**config.mk**
```make
export PLATFORM = sky130hd
export DESIGN_NAME = async_fifo_rd_ctrl
export DESIGN_NICKNAME = d
export VERILOG_FILES = /design/src/rtl/async_fifo_rd_ctrl.sv
export SDC_FILE = /design/constraint.sdc
export NUM_CORES = 1
export LEC_CHECK = 0
export ABC_AREA = 0
export CORE_ASPECT_RATIO = 1.4
export CORE_MARGIN = 1
export CORE_UTILIZATION = 45
export DETAILED_ROUTE_END_ITERATION = 12
export GPL_TIMING_DRIVEN = 0
export HOLD_SLACK_MARGIN = 0.06
export PLACE_DENSITY = 0.76
export SETUP_SLACK_MARGIN = 0.2
export SLEW_MARGIN = 20
export SYNTH_ARGS = -nofsm -noshare
export SYNTH_HDL_FRONTEND = slang
export SYNTH_SLANG_ARGS = --single-unit
```
**constraint.sdc**
```tcl
create_clock -name clk -period 2.4 [get_ports clk]
set_clock_uncertainty 0.1 [all_clocks]
set_input_delay 0.36 -clock clk [delete_from_list [all_inputs] [get_ports clk]]
set_output_delay 0.36 -clock clk [all_outputs]
set_load 0.05 [all_outputs]
```
**src/rtl/async_fifo_rd_ctrl.sv**
```systemverilog
// Read-side control for the asynchronous FIFO: write-pointer synchroniser, read pointers, empty/valid/underflow.
// Optional occupancy outputs (rd_level, almost_empty) are enabled by defining FIFO_RD_LEVEL_EN.
module async_fifo_rd_ctrl #(
    parameter int ADDR_W      = 4,
    parameter int SYNC_STAGES = 2,
    parameter int AE_THRESH   = 2
) (
    input  logic              clk,
    input  logic              rst,
    input  logic              rd_en,
    input  logic [ADDR_W:0]   wptr_gray,
    output logic [ADDR_W:0]   rptr_gray,
    output logic [ADDR_W-1:0] raddr,
    output logic              empty,
    output logic              rd_valid,
    output logic              rd_underflow,
    output logic [ADDR_W:0]   rd_level,
    output logic              almost_empty
);
    localparam int PW = ADDR_W + 1;

    if (SYNC_STAGES < 2 || AE_THRESH < 0) begin : g_bad_param
        $error("async_fifo_rd_ctrl: SYNC_STAGES must be >= 2 and AE_THRESH >= 0");
    end

    logic [PW-1:0] sync_reg [SYNC_STAGES];
    logic [PW-1:0] wq_sync;
    logic [PW-1:0] rptr_bin_reg;
    logic [PW-1:0] rptr_bin_next;
    logic [PW-1:0] rptr_gray_reg;
    logic [PW-1:0] rptr_gray_next;
    logic          empty_reg;
    logic          rd_valid_reg;
    logic          rd_underflow_reg;
    logic          pop;

    // Plain flop chain: no logic between stages so each bit resolves independently.
    always_ff @(posedge clk) begin
        if (rst) begin
            for (int i = 0; i < SYNC_STAGES; i++) begin
                sync_reg[i] <= '0;
            end
        end else begin
            sync_reg[0] <= wptr_gray;
            for (int i = 1; i < SYNC_STAGES; i++) begin
                sync_reg[i] <= sync_reg[i-1];
            end
        end
    end

    assign wq_sync = sync_reg[SYNC_STAGES-1];

    always_comb begin
        pop            = rd_en & ~empty_reg;
        rptr_bin_next  = pop ? rptr_bin_reg + 1'b1 : rptr_bin_reg;
        rptr_gray_next = rptr_bin_next ^ (rptr_bin_next >> 1);
    end

    // Empty is judged against the post-pop pointer so the last pop raises it on the same edge.
    always_ff @(posedge clk) begin
        if (rst) begin
            rptr_bin_reg     <= '0;
            rptr_gray_reg    <= '0;
            empty_reg        <= 1'b1;
            rd_valid_reg     <= 1'b0;
            rd_underflow_reg <= 1'b0;
        end else begin
            rptr_bin_reg     <= rptr_bin_next;
            rptr_gray_reg    <= rptr_gray_next;
            empty_reg        <= (rptr_gray_next == wq_sync);
            rd_valid_reg     <= pop;
            rd_underflow_reg <= rd_en & empty_reg;
        end
    end

    assign rptr_gray    = rptr_gray_reg;
    assign raddr        = rptr_bin_reg[ADDR_W-1:0];
    assign empty        = empty_reg;
    assign rd_valid     = rd_valid_reg;
    assign rd_underflow = rd_underflow_reg;

`ifdef FIFO_RD_LEVEL_EN
    logic [PW-1:0] wbin_sync;
    logic [PW-1:0] level_next;
    logic [PW-1:0] rd_level_reg;
    logic          almost_empty_reg;

    // Gray->binary: each binary bit is the XOR of all Gray bits at or above it.
    for (genvar gi = 0; gi < PW; gi++) begin : g_g2b
        assign wbin_sync[gi] = ^(wq_sync >> gi);
    end

    assign level_next = wbin_sync - rptr_bin_next;

    always_ff @(posedge clk) begin
        if (rst) begin
            rd_level_reg     <= '0;
            almost_empty_reg <= 1'b1;
        end else begin
            rd_level_reg     <= level_next;
            almost_empty_reg <= (level_next <= PW'(AE_THRESH));
        end
    end

    assign rd_level     = rd_level_reg;
    assign almost_empty = almost_empty_reg;
`else
    assign rd_level     = '0;
    assign almost_empty = 1'b0;
`endif

endmodule

```
==> impl_results.md <==
* Status: completed
* Least-Margin Pin Slew at 0.523 ns
* Gpl congestion at 0.731
* R2R cell count at 6
* Initial Util at 47.1%
* Worst-path maximum fanout at 5
* Critical path's slowest cell: clkdlybuf4s50_1
* Worst EP arrival at 1.60 ns
* Avg Cell Area, Syn at 10.4 µm²
* Synth top area cells: dfxtp_1, nor2b_1, xor2_1
* Hold-fix buffers, CTS at 0
* Final WL at 1430 µm
* Top-Level Pins at 26
* Die Footprint at 0.00223 mm²
* Synthesized area at 918 µm²
* Worst reg-to-reg setup slack at 0.51 ns
* Worst path max stage delay at 0.84 ns
* GRT Total Usage at 15.8%
* TNS Setup at 0 ns
* Clk root buf: clkbuf_4
* Hold Path Stages at 1
* Clock Path Buffers at 2
* RSZ-0062 raised after global routing: no
* Headroom to the max-slew limit at 65.0%
* Most numerous cell in the Yosys netlist: dfxtp_1
* Max Slew Vio Count at 0
* Hold Path End: sync_reg[0][6]
* Max reg flops at 10
* Resize count post-CTS at 0
* N_diodes at 0
* First-pass GRT wire length at 2400 µm
* Async S/R FF share, synth at 0%
* Rows at 19
* Cells after synthesis at 88
* Post-detail-place hpwl at 1140 µm
* Main flop type after synthesis: dfxtp_1
* Cts bufs inserted at 3
* Critical path class: reg2out
* Leading area contributor after synthesis: dfxtp_1
* Crit start category: register
* Wire per inst at 10.5 µm
* Crit path buffers/inverters at 1
* Post-synth top cells: dfxtp_1, nor2_1, nor2b_1
* Final nets at 126
* Post-CTS Setup Inserts at 0
* Area growth, synth to finish at 28.1%
* Class of the worst hold path: reg2reg
* Initial DRT Pass Iterations at 4
* Delay-heaviest family, CP: buffers and inverters
* Vias/cell at 4.78
* Crit path capture type: output pin
* TritonCTS clock tree: yes
* Share of cells above drive strength 1 at 11.3%
* Core area at 0.00195 mm²
* Sequential share of the synthesized area at 48.0%
* Worst EP required at 1.94 ns
* Netlist cell types at 25
* Fmax at 0.487 GHz
* CTS HTree Levels at 1
* Fin. Hold Viols at 0
* Initial antenna violation count at 0
* Vias in the first global route at 550
* Max-cap violations at 0
* Post-synth EDFFs at 0
* Number of I/O port buffers at 19
* PwrDens at 600 mW/mm²
* Final ANT Viol Nets at 0
* Clk_lat worst skew at 0.30 ns
* Vias at 650
* Min cycle time layout at 2.06 ns
* Leak at 0.479 nW
* R2r startpoint: rptr_bin_reg[0]
* Critical path cell sequence: clkdlybuf4s50_1
* Number of remaining DRC errors at 0
* Clk sink count at 22
* Worst-path clk slew at 0.11 ns
* # setup viols final at 0
* Die span in x at 40.2 µm
* Warnings from Yosys at 0
* Largest net degree at the start of global routing at 12
* R2R Path End: empty
* DRT iter0 DRCs at 13
* Overflow after GRT at 0
* Worst VDD drop at 372 µV
* Yosys reg bits at 22
* Hold_sp: sync_reg[0][1]
* Die boundary height at 55.5 µm
* Period utilization at 85.6%
* Min Hold Slack at 0.351 ns
* Top cell type's share of synthesized area at 48.0%
## per-layer routing
metal  part of all wire, %  global-route usage (%)  routed length (µm)
met1                    38                    16.5                 538
met3                   3.2                    3.61                  45
met5                     0                       0                   0
met4                   3.0                    8.57                  43
met2                    56                    26.7                 800
## metrics by stage
step / area (µm²) / total power [mW] / setup WS, ns / utilization [%] / cells
6_report: 1180 / 0.706 / 0.345 / 60.3 / 136
5_1_grt: 1180 / 0.746 / 0.274 / 60.3 / 136
4_1_cts: 1180 / 0.709 / 0.333 / 60.3 / 136
3_5_place_dp: 1150 / 0.556 / 0.0845 / 59.2 / 133
3_3_place_gp: 1150 / 0.551 / 0.132 / 59.2 / 133
2_1_floorplan: 937 / 0.512 / 0.315 / - / 93
## worst max path at each step
stage / from / to / slack, ns / depth (start not counted)
detailed placement: rd_en / empty / 0.08 / 6
global route: rptr_bin_reg[0] / raddr[0] / 0.27 / 1
global placement: rd_en / empty / 0.13 / 6
finish: rptr_bin_reg[0] / raddr[0] / 0.34 / 1
floorplan: rptr_bin_reg[0] / empty / 0.32 / 6
CTS: rptr_bin_reg[2] / raddr[2] / 0.33 / 1
## final cells by class
| class | count | area, µm² |
|---|---|---|
| Buffer | 9 | 57.6 |
| Clock buffer | 3 | 22.5 |
| Fill cell | 168 | 773 |
| Multi-Input combinational cell | 61 | 435 |
| Tap cell | 21 | 26.3 |
| Inverter | 1 | 3.75 |
| Sequential cell | 22 | 440 |
| Timing Repair Buffer | 19 | 190 |
## report_power, final
part           total [mW]  internal (mW)  leakage, nW  switching (mW)
clock               0.159         0.0586       0.0138           0.100
sequential          0.396          0.383        0.180          0.0125
combinational       0.151         0.0606        0.285          0.0906
total               0.706          0.503        0.479           0.203
## placed cells by master (no fill, tap or decap)
cell type,n
dfxtp_1,22
clkdlybuf4s50_1,19
nor2b_1,11
nor2_1,11
xor2_1,6
buf_4,6
conb_1,6
nand2_1,4
xnor2_1,4
nand3b_1,3
clkbuf_4,3
clkbuf_1,2
o21ai_0,2
xnor3_1,2
mux2i_1,2
or2b_1,1
a21oi_1,1
or3_4,1
and2_0,1
buf_2,1
inv_1,1
a31oi_1,1
o211ai_1,1
xor3_4,1
a21o_2,1
a41o_1,1
ha_1,1
## kinds of logic (layout without fill, tap and decap cells)
group	Yosys count	after routing	share of synthesized area, %
other	1	6	0.408
flip-flops	22	22	48.0
AO/OA/AOI/OAI	7	7	5.18
adder cells (fa/ha/maj)	1	1	1.36
XOR/XNOR	13	13	17.4
buffers and inverters	10	32	6.67
AND/OR/NAND/NOR	32	32	18.8
multiplexers	2	2	2.18
Note: power is estimated with default switching activity, not from simulation.
